**config.mk**
```make
export PLATFORM = sky130hd
export DESIGN_NAME = i2c_req_arbiter_flat
export DESIGN_NICKNAME = d
export VERILOG_FILES = /design/src/rtl/i2c_req_arbiter_if.sv /design/src/rtl/i2c_req_arbiter.sv /design/src/flat_wrapper.sv
export SDC_FILE = /design/constraint.sdc
export NUM_CORES = 1
export LEC_CHECK = 0
export ABC_CLOCK_PERIOD_IN_PS = 3600
export BUFFER_PORTS_ARGS = -buffer_cell sky130_fd_sc_hd__buf_2
export CORE_AREA = 2 2 182 184
export CTS_CLUSTER_DIAMETER = 30
export DETAILED_ROUTE_END_ITERATION = 10
export DIE_AREA = 0 0 184 186
export SLEW_MARGIN = 15
export SYNTH_ARGS = -nofsm -noshare
export SYNTH_HDL_FRONTEND = slang
export SYNTH_SLANG_ARGS = --single-unit
export TNS_END_PERCENT = 5
```
**constraint.sdc**
```tcl
create_clock -name hclk -period 3.6 [get_ports hclk]
set_input_delay 0.36 -clock hclk [delete_from_list [all_inputs] [get_ports hclk]]
set_output_delay 0.36 -clock hclk [all_outputs]
set_load 0.01 [all_outputs]
```
**src/rtl/i2c_req_arbiter_if.sv**
```systemverilog
// Requester and i2c_master command-port bundle for i2c_req_arbiter.
// slave modport is the arbiter's view; master modport is the environment's view.
interface i2c_req_arbiter_if #(
  parameter int NREQ = 4,
  parameter int IDW  = 2
);
  logic [NREQ-1:0]      req_valid;
  logic [NREQ-1:0]      req_rw;
  logic [7*NREQ-1:0]    req_slave_addr;
  logic [32*NREQ-1:0]   req_addr;
  logic [32*NREQ-1:0]   req_wr_data;
  logic [NREQ-1:0]      req_i2aen;
  logic [2*NREQ-1:0]    req_i2ac;
  logic [2*NREQ-1:0]    req_i2dc;
  logic [NREQ-1:0]      req_ready;
  logic [31:0]          rsp_rd_data;
  logic [NREQ-1:0]      rsp_rd_valid;
  logic [NREQ-1:0]      rsp_done;
  logic                 busy;
  logic [IDW-1:0]       grant_id;
  logic                 m_valid;
  logic                 m_rw;
  logic [6:0]           m_slave_addr;
  logic [31:0]          m_addr;
  logic [31:0]          m_wr_data;
  logic                 m_i2aen;
  logic [1:0]           m_i2ac;
  logic [1:0]           m_i2dc;
  logic                 m_stall;
  logic [31:0]          m_rd_data;
  logic                 m_rd_valid;

  modport slave (
    input  req_valid, req_rw, req_slave_addr, req_addr, req_wr_data,
           req_i2aen, req_i2ac, req_i2dc, m_stall, m_rd_data, m_rd_valid,
    output req_ready, rsp_rd_data, rsp_rd_valid, rsp_done, busy, grant_id,
           m_valid, m_rw, m_slave_addr, m_addr, m_wr_data, m_i2aen, m_i2ac, m_i2dc
  );

  modport master (
    output req_valid, req_rw, req_slave_addr, req_addr, req_wr_data,
           req_i2aen, req_i2ac, req_i2dc, m_stall, m_rd_data, m_rd_valid,
    input  req_ready, rsp_rd_data, rsp_rd_valid, rsp_done, busy, grant_id,
           m_valid, m_rw, m_slave_addr, m_addr, m_wr_data, m_i2aen, m_i2ac, m_i2dc
  );
endinterface

```
**src/rtl/i2c_req_arbiter.sv**
```systemverilog
// Round-robin arbiter sharing one i2c_master command port between NREQ requesters.
// Define I2C_ARB_FIXED_PRI_EN for fixed lowest-index-wins priority instead of round-robin.
module i2c_req_arbiter #(
  parameter int NREQ = 4,
  parameter int IDW  = 2
) (
  input  logic               hclk,
  input  logic               hresetn,
  i2c_req_arbiter_if.slave   bus
);

  typedef enum logic [2:0] {ARB, ISSUE, WAIT_START, BUSY, DONE} state_t;

  state_t          state;
  logic [IDW-1:0]  last_grant;
  logic [IDW-1:0]  grant_q;
  logic [IDW-1:0]  winner;
  logic            any_req;
  logic            m_valid_q;
  logic            busy_q;
  logic [NREQ-1:0] done_q;

  logic            c_rw;
  logic [6:0]      c_sa;
  logic [31:0]     c_addr;
  logic [31:0]     c_wd;
  logic            c_aen;
  logic [1:0]      c_ac;
  logic [1:0]      c_dc;

  function automatic logic [IDW-1:0] rr_idx(input logic [IDW-1:0] base, input int unsigned k);
    int unsigned s;
    s = (32'(base) + k) % NREQ;
    return IDW'(s);
  endfunction

  always_comb begin
    winner  = '0;
    any_req = |bus.req_valid;
`ifdef I2C_ARB_FIXED_PRI_EN
    for (int unsigned k = NREQ; k > 0; k--)
      if (bus.req_valid[IDW'(k-1)]) winner = IDW'(k-1);
`else
    // Scan farthest-to-nearest from last_grant so the nearest pending requester wins.
    for (int unsigned k = NREQ; k > 0; k--)
      if (bus.req_valid[rr_idx(last_grant, k)]) winner = rr_idx(last_grant, k);
`endif
  end

  always_comb begin
    bus.req_ready = '0;
    if (hresetn && state == ARB && any_req) bus.req_ready[winner] = 1'b1;
  end

  always_comb begin
    bus.rsp_rd_valid = '0;
    if (bus.m_rd_valid && (state == WAIT_START || state == BUSY))
      bus.rsp_rd_valid[grant_q] = 1'b1;
  end

  assign bus.rsp_rd_data  = bus.m_rd_data;
  assign bus.rsp_done     = done_q;
  assign bus.busy         = busy_q;
  assign bus.grant_id     = grant_q;
  assign bus.m_valid      = m_valid_q;
  assign bus.m_rw         = c_rw;
  assign bus.m_slave_addr = c_sa;
  assign bus.m_addr       = c_addr;
  assign bus.m_wr_data    = c_wd;
  assign bus.m_i2aen      = c_aen;
  assign bus.m_i2ac       = c_ac;
  assign bus.m_i2dc       = c_dc;

  always_ff @(posedge hclk or negedge hresetn) begin
    if (!hresetn) begin
      state      <= ARB;
      last_grant <= IDW'(NREQ-1);
      grant_q    <= '0;
      m_valid_q  <= 1'b0;
      busy_q     <= 1'b0;
      done_q     <= '0;
      c_rw       <= 1'b0;
      c_sa       <= '0;
      c_addr     <= '0;
      c_wd       <= '0;
      c_aen      <= 1'b0;
      c_ac       <= '0;
      c_dc       <= '0;
    end else begin
      done_q <= '0;
      unique case (state)
        ARB: begin
          if (any_req) begin
            c_rw       <= bus.req_rw[winner];
            c_sa       <= bus.req_slave_addr[7*winner +: 7];
            c_addr     <= bus.req_addr[32*winner +: 32];
            c_wd       <= bus.req_wr_data[32*winner +: 32];
            c_aen      <= bus.req_i2aen[winner];
            c_ac       <= bus.req_i2ac[2*winner +: 2];
            c_dc       <= bus.req_i2dc[2*winner +: 2];
            grant_q    <= winner;
            last_grant <= winner;
            m_valid_q  <= 1'b1;
            busy_q     <= 1'b1;
            state      <= ISSUE;
          end
        end
        ISSUE: begin
          if (!bus.m_stall) begin
            m_valid_q <= 1'b0;
            state     <= WAIT_START;
          end
        end
        WAIT_START: begin
          if (bus.m_stall) state <= BUSY;
        end
        BUSY: begin
          if (!bus.m_stall) begin
            done_q[grant_q] <= 1'b1;
            state           <= DONE;
          end
        end
        DONE: begin
          busy_q <= 1'b0;
          state  <= ARB;
        end
        default: state <= ARB;
      endcase
    end
  end

endmodule

```
**src/flat_wrapper.sv**
```systemverilog
// flat-port wrapper written by rule: the top's interface ports become plain ports
module i2c_req_arbiter_flat 
#(
  parameter int NREQ = 4,
  parameter int IDW  = 2
)
  (hclk, hresetn, bus_req_valid, bus_req_rw, bus_req_slave_addr, bus_req_addr, bus_req_wr_data, bus_req_i2aen, bus_req_i2ac, bus_req_i2dc, bus_m_stall, bus_m_rd_data, bus_m_rd_valid, bus_req_ready, bus_rsp_rd_data, bus_rsp_rd_valid, bus_rsp_done, bus_busy, bus_grant_id, bus_m_valid, bus_m_rw, bus_m_slave_addr, bus_m_addr, bus_m_wr_data, bus_m_i2aen, bus_m_i2ac, bus_m_i2dc);
  i2c_req_arbiter_if #(.NREQ(NREQ), .IDW(IDW)) bus_i ();
  input  logic hclk;
  input  logic hresetn;
  input wire logic [$bits(bus_i.req_valid)-1:0] bus_req_valid;
  input wire logic [$bits(bus_i.req_rw)-1:0] bus_req_rw;
  input wire logic [$bits(bus_i.req_slave_addr)-1:0] bus_req_slave_addr;
  input wire logic [$bits(bus_i.req_addr)-1:0] bus_req_addr;
  input wire logic [$bits(bus_i.req_wr_data)-1:0] bus_req_wr_data;
  input wire logic [$bits(bus_i.req_i2aen)-1:0] bus_req_i2aen;
  input wire logic [$bits(bus_i.req_i2ac)-1:0] bus_req_i2ac;
  input wire logic [$bits(bus_i.req_i2dc)-1:0] bus_req_i2dc;
  input wire logic [$bits(bus_i.m_stall)-1:0] bus_m_stall;
  input wire logic [$bits(bus_i.m_rd_data)-1:0] bus_m_rd_data;
  input wire logic [$bits(bus_i.m_rd_valid)-1:0] bus_m_rd_valid;
  output wire logic [$bits(bus_i.req_ready)-1:0] bus_req_ready;
  output wire logic [$bits(bus_i.rsp_rd_data)-1:0] bus_rsp_rd_data;
  output wire logic [$bits(bus_i.rsp_rd_valid)-1:0] bus_rsp_rd_valid;
  output wire logic [$bits(bus_i.rsp_done)-1:0] bus_rsp_done;
  output wire logic [$bits(bus_i.busy)-1:0] bus_busy;
  output wire logic [$bits(bus_i.grant_id)-1:0] bus_grant_id;
  output wire logic [$bits(bus_i.m_valid)-1:0] bus_m_valid;
  output wire logic [$bits(bus_i.m_rw)-1:0] bus_m_rw;
  output wire logic [$bits(bus_i.m_slave_addr)-1:0] bus_m_slave_addr;
  output wire logic [$bits(bus_i.m_addr)-1:0] bus_m_addr;
  output wire logic [$bits(bus_i.m_wr_data)-1:0] bus_m_wr_data;
  output wire logic [$bits(bus_i.m_i2aen)-1:0] bus_m_i2aen;
  output wire logic [$bits(bus_i.m_i2ac)-1:0] bus_m_i2ac;
  output wire logic [$bits(bus_i.m_i2dc)-1:0] bus_m_i2dc;
  assign bus_i.req_valid = bus_req_valid;
  assign bus_i.req_rw = bus_req_rw;
  assign bus_i.req_slave_addr = bus_req_slave_addr;
  assign bus_i.req_addr = bus_req_addr;
  assign bus_i.req_wr_data = bus_req_wr_data;
  assign bus_i.req_i2aen = bus_req_i2aen;
  assign bus_i.req_i2ac = bus_req_i2ac;
  assign bus_i.req_i2dc = bus_req_i2dc;
  assign bus_i.m_stall = bus_m_stall;
  assign bus_i.m_rd_data = bus_m_rd_data;
  assign bus_i.m_rd_valid = bus_m_rd_valid;
  assign bus_req_ready = bus_i.req_ready;
  assign bus_rsp_rd_data = bus_i.rsp_rd_data;
  assign bus_rsp_rd_valid = bus_i.rsp_rd_valid;
  assign bus_rsp_done = bus_i.rsp_done;
  assign bus_busy = bus_i.busy;
  assign bus_grant_id = bus_i.grant_id;
  assign bus_m_valid = bus_i.m_valid;
  assign bus_m_rw = bus_i.m_rw;
  assign bus_m_slave_addr = bus_i.m_slave_addr;
  assign bus_m_addr = bus_i.m_addr;
  assign bus_m_wr_data = bus_i.m_wr_data;
  assign bus_m_i2aen = bus_i.m_i2aen;
  assign bus_m_i2ac = bus_i.m_i2ac;
  assign bus_m_i2dc = bus_i.m_i2dc;
  i2c_req_arbiter #(.NREQ(NREQ), .IDW(IDW)) u_core (.hclk(hclk), .hresetn(hresetn), .bus(bus_i));
endmodule
```
==> results.py, run 1 <==
metrics = {
    "outcome": {
        "status": "finished clean",
    },
    "detailed_routing": {
        "total_number_of_vias": 6573,
        "drtAntennaViolNets": 0,
        "route.detailed.wl_per_inst_um": 18.1,
        "totalWireLength_um": 25100,
        "firstDrtPassIters": 4,
        "avgViaCountPerCell": 4.74,
        "drt_drc_violations_left": 0,
        "drtIter0Drc": 267,
    },
    "final_layout": {
        "final_layout_size_suffix_gt1_frac": 0.562,
        "layout-area-overhead-vs-synth_pct": 35.4,
        "diodes": 0,
        "final_net_count": 1321,
    },
    "grt": {
        "grt_most_used_layer": "met2",
        "grt_use_met1": 0.160,
        "first_global_vias": 6452,
        "groute.layer.met2.usage": 0.245,
        "global_route.usage.met3": 0.0297,
        "antenna_violations_before_repair": 0,
        "grt_pass1_wl_um": 36100,
        "overflow": 0,
        "pin_count_of_the_biggest_net_entering_global_routing": 84,
        "grt_util_all_layers": 0.138,
    },
    "cts": {
        "clock_root_buffer": "clkbuf_16",
        "h-tree-depth": 3,
        "cts.sinks": 90,
        "clock_pin_slew_on_the_worst_setup_and_hold_paths_ns": 0.07,
        "clk-insertion-delay-late_ns": 0.35,
        "cts_buffer_depth": 2,
        "post_cts_repair_resize_count": 0,
        "cts-buffers-inserted": 9,
        "cts_hold_buffers": 0,
        "post-cts-setup-buffers": 0,
        "cts_tree": "built",
    },
    "synth": {
        "synth.yosys.seq_area_share": 0.339,
        "synth_flop_cell": "dfrtp_1",
        "syn_area_per_cell_um2": 10.4,
        "synth_edf_count": 0,
        "asyncSetResetFlopFracSynth": 1.00,
        "synth_cell_types": 37,
        "synth-seq-cells": 90,
        "post-synth-top-area-cell": "dfrtp_1",
        "postSynthCellCount": 639,
        "postSynthNetCount": 987,
        "area_contributors_post_synth": "dfrtp_1 (33%), a211oi_2 (15%), mux2i_1 (12%)",
        "cell_area_after_synthesis_um2": 6640,
        "synth_warnings": 0,
        "yosysTopAreaCellShare": 0.332,
    },
    "floorplan": {
        "core.rowCount": 66,
        "core-area_um2": 32200,
        "io_pins": 473,
        "fp.dieH_um": 186,
        "floorplan.initialDensity": 0.206,
        "design.die.area_um2": 34200,
        "die_width_um": 184,
    },
    "worst_setup_path": {
        "timing.rr.start": "u_core.last_grant[1]$_DFFE_PN1P_",
        "crit_required_ns": 3.24,
        "critical_path.endpoint_type": "output pin",
        "critPathMaxFanout": 83,
        "critical_path.cell_chain": "nor4_4, buf_4, nand3b_1, nor2_1, buf_2",
        "critical_path_class": "flip-flop to output pin",
        "worstRegToRegCells": 5,
        "critPathLaunchType": "flip-flop",
        "r2r-end": "u_core.bus.m_wr_data[14]$_DFFE_PN0P_",
        "arrival_ns": 2.50,
        "crit_path_top_delay_cell": "buf_4",
        "regToRegSetupSlack_ns": 0.94,
        "cpPeakStageDelay_ns": 0.82,
    },
    "placement": {
        "numPortBuffers": 408,
        "place.gp.congestion": 0.755,
        "post-dp-hpwl_um": 18100,
    },
    "power": {
        "cellLeakagePower_nw": 4.33,
        "worst_ir_drop_vdd_mv": 0.286,
        "power_mw": 6.46,
        "power-per-cell-area_nw_per_um2": 718,
    },
    "hold_path": {
        "timing.hold.worst.class": "primary input to async pin",
    },
    "sta": {
        "report.final.slew_viol_count": 0,
        "post-route-min-period_ns": 2.86,
        "final.period_utilization": 0.796,
        "rsz0062_at_grt": "no",
        "maxClockFrequency_ghz": 0.349,
        "final_skew_ns": 0.0141,
        "final.setup.tns_ns": 0,
        "timing_worst_slew_pin_value_ns": 1.18,
        "timing_hold_violations_final": 0,
        "setup_viol_count_final": 0,
        "max-slew-margin-rel": 0.214,
    },
    "run": {
        "timing.max_cap.violations": 0,
    },
}
-- flip-flops by register name, summed over array words and instances (netlist names), 2 cells and up --
name                     cells
u_core.bus.rsp_done          4
u_core.last_grant            2
u_core.state                 3
u_core.bus.m_slave_addr      7
u_core.bus.m_i2ac            2
u_core.bus.m_addr           32
u_core.bus.m_i2dc            2
u_core.bus.grant_id          2
u_core.bus.m_wr_data        32
-- synth_stat cells, types with 2 or more instances --
library cell / count
dfstp_2: 2
buf_4: 36
buf_8: 6
dfrtp_1: 88
a221oi_2: 27
mux2i_1: 78
clkbuf_1: 32
buf_2: 19
and2_1: 2
and3_1: 78
nor4_2: 2
nand2_1: 8
buf_12: 4
nand2b_1: 4
nor2_1: 94
a221oi_1: 50
nor2b_1: 3
a21oi_1: 5
inv_1: 4
nor3_1: 4
a211oi_2: 77
-- cells in the final DEF, fill, tap and decap left out, types with 2 or more instances in the layout --
cell type,netlist,final
nor2b_1,3,3
a221oi_2,27,27
a211oi_2,77,77
buf_2,19,407
a221oi_1,50,50
clkinv_2,0,3
a21oi_1,5,5
mux2i_1,78,78
clkbuf_1,32,3
clkbuf_16,0,9
nand2_1,8,7
nor2_1,94,94
nor3_1,4,4
dfstp_2,2,2
dfrtp_1,88,88
buf_12,4,4
inv_1,4,4
buf_4,36,11
and2_1,2,2
and3_1,78,78
nand2b_1,4,4
-- power breakdown --
group	leakage, nW	switching, mW	internal, mW
Combinational	3.19	2.15	1.53
Sequential	1.00	0.323	1.51
Clock	0.140	0.410	0.536
Total	4.33	2.88	3.58
-- layer usage --
| layer | up-vias | routed length [µm] |
|---|---|---|
| met5 | - | 0 |
| met4 | 0 | 772 |
| met3 | 35 | 1710 |
| met2 | 327 | 12600 |
| met1 | 3130 | 9980 |
| li1 | 3081 | - |
-- stage by stage --
stage | setup WS, ns | hold slack [ns] | utilization | area (µm²) | cells
after global placement | 1.00 | 0.434 | 0.270 | 8710 | 1370
after floorplan | 1.64 | 0.0644 | - | 6640 | 639
after detailed placement | 0.954 | 0.437 | 0.270 | 8710 | 1370
final | 0.736 | 0.0231 | 0.279 | 8990 | 1386
after global routing | 0.540 | 0.0690 | 0.279 | 8990 | 1386
after CTS | 0.678 | 0.0514 | 0.279 | 8990 | 1386
-- how the worst max path moves through the flow --
stage / start / to / slack, ns / cells past startpoint
after CTS: u_core.state[0]$_DFFE_PN0P_ / bus_req_ready[1] / 0.68 / 5
after detailed placement: u_core.last_grant[1]$_DFFE_PN1P_ / u_core.bus.m_wr_data[14]$_DFFE_PN0P_ / 0.95 / 5
after global routing: u_core.state[2]$_DFFE_PN0P_ / bus_req_ready[3] / 0.54 / 5
after global placement: bus_req_valid[2] / u_core.bus.m_wr_data[14]$_DFFE_PN0P_ / 1.00 / 6
after floorplan: u_core.state[1]$_DFFE_PN0P_ / bus_req_ready[2] / 1.64 / 6
final: u_core.state[0]$_DFFE_PN0P_ / bus_req_ready[0] / 0.74 / 5
-- critical path, delay by kind of cell (launching register included) --
kind | cells | cell delay [ns]
buffers and inverters | 2 | 0.96
DFF | 1 | 0.45
and+or+nand+nor | 3 | 0.74
-- cell type report --
class,instances,area (µm²)
Clock buffer,12,236
Inverter,4,15.0
Fill cell,3457,23200
Timing Repair Buffer,422,2200
Multi-Input combinational cell,446,3730
Sequential cell,90,2250
Clock inverter,4,45.0
Tap cell,408,510
-- cell families (layout without fill, tap and decap cells) --
kind of cell    after synthesis  in the layout  share of synthesized area
compound gates              166            166                      0.285
xor+xnor                      1              1                    0.00132
buf+inv                     103            442                      0.103
flops                        90             90                      0.339
mux                          78             78                      0.118
simple gates                201            201                      0.153
(Power assumes the default switching activity.)
==> run 2, diff against run 1 <==
ABC_CLOCK_PERIOD_IN_PS = 3010   (was 3600)
CORE_AREA = 2 2 183 185   (was 2 2 182 184)
DIE_AREA = 0 0 185 187   (was 0 0 184 186)
clock period = 3.01 ns   (was 3.6 ns; I/O delays follow)
==> results.py, run 2 (synthesized netlist as in run 1, its figures left out) <==
metrics = {
    "power": {
        "cellLeakagePower_nw": 4.43,
        "worst_ir_drop_vdd_mv": 0.323,
        "power-per-cell-area_nw_per_um2": 859,
    },
    "sta": {
        "final.period_utilization": 0.859,
        "timing_worst_slew_pin_value_ns": 0.781,
        "report.final.slew_viol_count": 0,
        "final.setup.tns_ns": 0,
        "post-route-min-period_ns": 2.58,
        "timing_hold_violations_final": 0,
        "setup_viol_count_final": 0,
        "rsz0062_at_grt": "no",
        "max-slew-margin-rel": 0.479,
        "hold-worst-slack_ns": 0.257,
        "maxClockFrequency_ghz": 0.387,
        "final_skew_ns": 0.0106,
    },
    "cts": {
        "cts_tree": "built",
        "cts.sinks": 90,
        "clock_pin_slew_on_the_worst_setup_and_hold_paths_ns": 0.06,
        "clock_root_buffer": "clkbuf_16",
        "clk-insertion-delay-late_ns": 0.36,
        "cts_hold_buffers": 1,
        "cts_buffer_depth": 2,
        "h-tree-depth": 3,
        "cts-buffers-inserted": 9,
        "post-cts-setup-buffers": 0,
        "post_cts_repair_resize_count": 0,
    },
    "worst_setup_path": {
        "critical_path_class": "flip-flop to output pin",
        "critPathLaunchType": "flip-flop",
        "critPathMaxFanout": 23,
        "arrival_ns": 2.28,
        "cpLargestDelayFamily": "compound AO/OA/AOI/OAI gates",
        "worst_setup_path_startpoint": "u_core.last_grant[1]$_DFFE_PN1P_",
        "timing.rr.start": "u_core.last_grant[1]$_DFFE_PN1P_",
        "crit_required_ns": 2.71,
        "crit_buf_inv": 2,
        "critical_path.cell_chain": "nor2b_1, o22ai_1, a21o_4, buf_4, nor2_1, buf_2",
        "critical_path.endpoint_type": "output pin",
        "cpPeakStageDelay_ns": 0.59,
        "crit_path_top_delay_cell": "dfstp_2",
    },
    "floorplan": {
        "fp.dieH_um": 187,
        "core-area_um2": 32900,
        "die_width_um": 185,
        "design.die.area_um2": 34600,
        "floorplan.initialDensity": 0.202,
        "io_pins": 473,
        "core.rowCount": 67,
    },
    "run": {
        "timing.max_cap.violations": 0,
    },
    "detailed_routing": {
        "avgViaCountPerCell": 4.57,
        "route.detailed.wl_per_inst_um": 17.6,
        "detail_route.wirelength.met1_um": 10400,
        "drtIter0Drc": 185,
        "firstDrtPassIters": 4,
        "drtAntennaViolNets": 0,
        "routed-wl-met2_um": 12600,
        "highest_metal_layer_with_signal_wires": "met5",
        "total_number_of_vias": 6574,
        "totalWireLength_um": 25400,
        "route.met3.wl_um": 1590,
        "drt_drc_violations_left": 0,
    },
    "final_layout": {
        "fillCellCount": 3513,
        "diodes": 0,
        "final_layout_size_suffix_gt1_frac": 0.570,
        "final_common_cell": "buf_2",
        "most_frequent_cells_in_the_layout": "buf_2 (407), nor2_1 (94), dfrtp_1 (88)",
        "layout-area-overhead-vs-synth_pct": 39.2,
        "final_net_count": 1336,
    },
    "grt": {
        "grt_util_all_layers": 0.140,
        "overflow": 0,
        "first_global_vias": 6635,
        "grt_pass1_wl_um": 37100,
        "pin_count_of_the_biggest_net_entering_global_routing": 90,
        "antenna_violations_before_repair": 2,
    },
    "placement": {
        "place.gp.congestion": 0.824,
        "post-dp-hpwl_um": 18900,
        "numPortBuffers": 408,
    },
    "hold_path": {
        "hold_path.startpoint": "bus_m_stall",
        "timing.hold.worst.class": "primary input to flip-flop",
    },
    "outcome": {
        "status": "finished clean",
    },
}
run 2: changes by cell type in the layout (fill, tap and decap cells not counted):
cell	change
clkinv_4	+1
buf_4	+10
clkbuf_8	+1
dlygate4sd3_1	+1
clkinvlp_4	+1
buf_12	+4
clkinv_2	-3
clkbuf_1	-2
bufinv_16	+1
run 2: routing by layer:
| layer | up-vias | track usage |
|---|---|---|
| met5 | - | 0 |
| met4 | 4 | 0.0568 |
| met3 | 39 | 0.0290 |
| met2 | 298 | 0.249 |
| met1 | 3130 | 0.162 |
| li1 | 3103 | - |
run 2: final cells by class:
class | count | area, µm² | area share
clock inverter | 4 | 76.3 | 0.00826
multi-input combinational | 446 | 3730 | 0.403
clock buffer | 11 | 243 | 0.0263
timing repair buffer | 437 | 2360 | 0.256
tap | 448 | 561 | 0.0606
sequential | 90 | 2250 | 0.244
inverter | 4 | 15.0 | 0.00162
run 2: tightest hold or removal path, delay by kind of cell:
family,cells,cell delay [ns]
buffers and inverters,1,0.12
AOI/OAI and AO/OA,1,0.05
and+or+nand+nor,1,0.10
run 2: worst paths after layout:
kind	depth (start not counted)	end	slack (ns)
worst max-delay path	6	bus_req_ready[2]	0.43
worst min-delay path	3	u_core.state[0]$_DFFE_PN0P_	0.26
worst max register to register	6	u_core.bus.m_slave_addr[3]$_DFFE_PN0P_	0.56
worst min register to register	2	u_core.last_grant[1]$_DFFE_PN1P_	0.52
max in group asynchronous	3	u_core.bus.m_wr_data[13]$_DFFE_PN0P_	1.95
min in group asynchronous	2	u_core.bus.rsp_done[3]$_DFF_PN0_	0.31
run 2: stage by stage:
step           instance area, µm²  setup WS, ns   util  cells  total power, mW
2_1_floorplan                6640          1.11      -    639             5.28
3_3_place_gp                 8910         0.482  0.271   1424             6.67
3_5_place_dp                 8910         0.443  0.271   1424             6.74
4_1_cts                      9240         0.372  0.281   1440             8.05
5_1_grt                      9240         0.306  0.281   1440             8.50
6_report                     9240         0.425  0.281   1440             7.94
run 2: power by group:
| group | internal [mW] | switching, mW | leakage (nW) | total, mW |
|---|---|---|---|---|
| Combinational | 1.93 | 2.56 | 3.28 | 4.49 |
| Clock | 0.749 | 0.519 | 0.152 | 1.27 |
| Sequential | 1.81 | 0.375 | 1.00 | 2.18 |
| Total | 4.48 | 3.46 | 4.43 | 7.94 |
==> run 3, diff against run 2 <==
CORE_AREA = 2 2 186 188   (was 2 2 183 185)
CTS_BUF_LIST = sky130_fd_sc_hd__clkbuf_4   (was unset)
DIE_AREA = 0 0 188 190   (was 0 0 185 187)
GPL_TIMING_DRIVEN = 1   (was unset)
==> results.py, run 3 (synthesized netlist as in run 1, its figures left out) <==
metrics = {
    "outcome": {
        "status": "finished clean",
    },
    "power": {
        "power_mw": 7.42,
        "power_frac_comb": 0.606,
        "p_int_mw": 3.96,
        "share_clk_of_total_power": 0.099,
        "power_frac_seq": 0.294,
        "cellLeakagePower_nw": 4.33,
        "worst_ir_drop_vdd_mv": 0.242,
        "power.switching_mw": 3.46,
        "power-per-cell-area_nw_per_um2": 822,
        "switching_share": 0.466,
    },
    "floorplan": {
        "fp.dieH_um": 190,
        "design.die.area_um2": 35700,
        "floorplan.initialDensity": 0.196,
        "core.rowCount": 68,
        "die_width_um": 188,
        "core-area_um2": 33900,
        "io_pins": 473,
    },
    "worst_setup_path": {
        "cpPeakStageDelay_ns": 0.62,
        "critical_path.endpoint_type": "output pin",
        "critPathMaxFanout": 43,
        "critical_path_class": "flip-flop to output pin",
        "crit_path_top_delay_cell": "dfstp_2",
        "critical_path.cell_chain": "nor2b_1, o22ai_1, a21o_4, buf_12, nor2_1, buf_2",
        "worstRegToRegCells": 6,
        "timing.rr.start": "u_core.last_grant[1]$_DFFE_PN1P_",
        "arrival_ns": 2.38,
        "critPathLaunchType": "flip-flop",
        "worst_setup_path_startpoint": "u_core.last_grant[1]$_DFFE_PN1P_",
        "regToRegSetupSlack_ns": 0.54,
        "crit_required_ns": 2.71,
    },
    "placement": {
        "numPortBuffers": 408,
        "post-dp-hpwl_um": 19400,
        "place.gp.congestion": 0.817,
        "detailed_place.area_um2": 8870,
    },
    "cts": {
        "clk-insertion-delay-late_ns": 0.49,
        "cts.sinks": 90,
        "clock_pin_slew_on_the_worst_setup_and_hold_paths_ns": 0.16,
        "h-tree-depth": 3,
        "post_cts_repair_resize_count": 0,
        "cts_tree": "built",
        "clock_root_buffer": "clkbuf_4",
        "cts_buffer_depth": 2,
        "cts-buffers-inserted": 9,
    },
    "final_layout": {
        "final_common_cell": "buf_2",
        "final_layout_size_suffix_gt1_frac": 0.568,
        "fillCellCount": 3651,
        "fin_area_um2": 9030,
        "layout-area-overhead-vs-synth_pct": 36.0,
        "area_used_by_sequential_logic_in_the_layout_um2": 2250,
        "multi_input_area_um2": 3730,
        "finalCoreUtilization": 0.266,
        "final_net_count": 1331,
        "most_frequent_cells_in_the_layout": "buf_2 (407), nor2_1 (94), dfrtp_1 (88)",
    },
    "grt": {
        "antenna_violations_before_repair": 5,
        "first_global_vias": 6762,
        "pin_count_of_the_biggest_net_entering_global_routing": 78,
        "overflow": 0,
        "grt_util_all_layers": 0.141,
        "grt_pass1_wl_um": 38500,
    },
    "run": {
        "timing.max_cap.violations": 0,
    },
    "detailed_routing": {
        "avgViaCountPerCell": 4.64,
        "totalWireLength_um": 26400,
        "drtIter0Drc": 302,
        "total_number_of_vias": 6712,
        "drtAntennaViolNets": 0,
        "drt_drc_violations_left": 0,
        "firstDrtPassIters": 4,
        "route.detailed.wl_per_inst_um": 18.3,
    },
    "hold_path": {
        "hold_path.startpoint": "bus_m_stall",
        "min_delay_path_depth": 3,
        "timing.hold.worst.class": "primary input to flip-flop",
    },
    "sta": {
        "report.final.slew_viol_count": 0,
        "setup_viol_count_final": 0,
        "maxClockFrequency_ghz": 0.373,
        "timing_worst_slew_pin_value_ns": 0.828,
        "final_skew_ns": 0.0260,
        "max-slew-margin-rel": 0.448,
        "post-route-min-period_ns": 2.68,
        "final.setup.tns_ns": 0,
        "rsz0062_at_grt": "no",
        "timing_hold_violations_final": 0,
        "final.period_utilization": 0.891,
    },
}
==> run 3: stage by stage <==
| stage | setup WS [ns] | std cells | hold slack [ns] |
|---|---|---|---|
| 3_5_place_dp | 0.563 | 1426 | 0.458 |
| 4_1_cts | 0.184 | 1443 | 0.0189 |
| 2_1_floorplan | 1.11 | 639 | 0.00541 |
| 5_1_grt | 0.164 | 1445 | 0.0499 |
| 3_3_place_gp | 0.593 | 1426 | 0.453 |
| 6_report | 0.327 | 1445 | 0.109 |
==> run 3: worst max-delay path, delay by kind of cell, from the launching register on <==
family / cells / cell delay, ns
buf+inv: 2 / 0.42
simple gates: 2 / 0.16
compound gates: 2 / 0.68
flops: 1 / 0.62
==> run 3: final cells by class <==
type / count / share of cell area
multi-input cells: 446 / 0.413
inverters: 4 / 0.00166
diodes: 2 / 0.000554
clock buffers: 10 / 0.00831
clock inverters: 6 / 0.00734
well taps: 455 / 0.0630
repair buffers: 432 / 0.256
flip-flops and latches: 90 / 0.250
==> run 3: metal layers <==
metal	vias up	global-route usage	routed length [µm]
met4	6	0.0527	628
li1	3102	-	-
met3	49	0.0321	1980
met2	349	0.255	13500
met1	3206	0.162	10300
met5	-	0	41
==> run 3: worst paths after layout <==
kind | endpoint
setup / recovery | bus_req_ready[0]
hold / removal | u_core.state[0]$_DFFE_PN0P_
setup reg to reg | u_core.bus.m_i2ac[0]$_DFFE_PN0P_
hold reg to reg | u_core.last_grant[1]$_DFFE_PN1P_
max in group asynchronous | u_core.bus.m_wr_data[30]$_DFFE_PN0P_
min in group asynchronous | u_core.bus.grant_id[1]$_DFFE_PN0P_
==> run 3: power groups by stage <==
stage | combinational, mW | clock (mW) | sequential (mW)
finish | 4.50 | 0.738 | 2.18
global placement | 4.50 | 0 | 2.19
floorplan | 2.89 | 0 | 2.39
CTS | 4.58 | 0.805 | 2.18
detailed placement | 4.59 | 0 | 2.19
global route | 4.88 | 0.846 | 2.26
==> run 3: timing repair <==
item	4_1_cts	5_1_grt
hold endpoints to repair	79	0
hold buffers	1	0
setup buffers	0	0
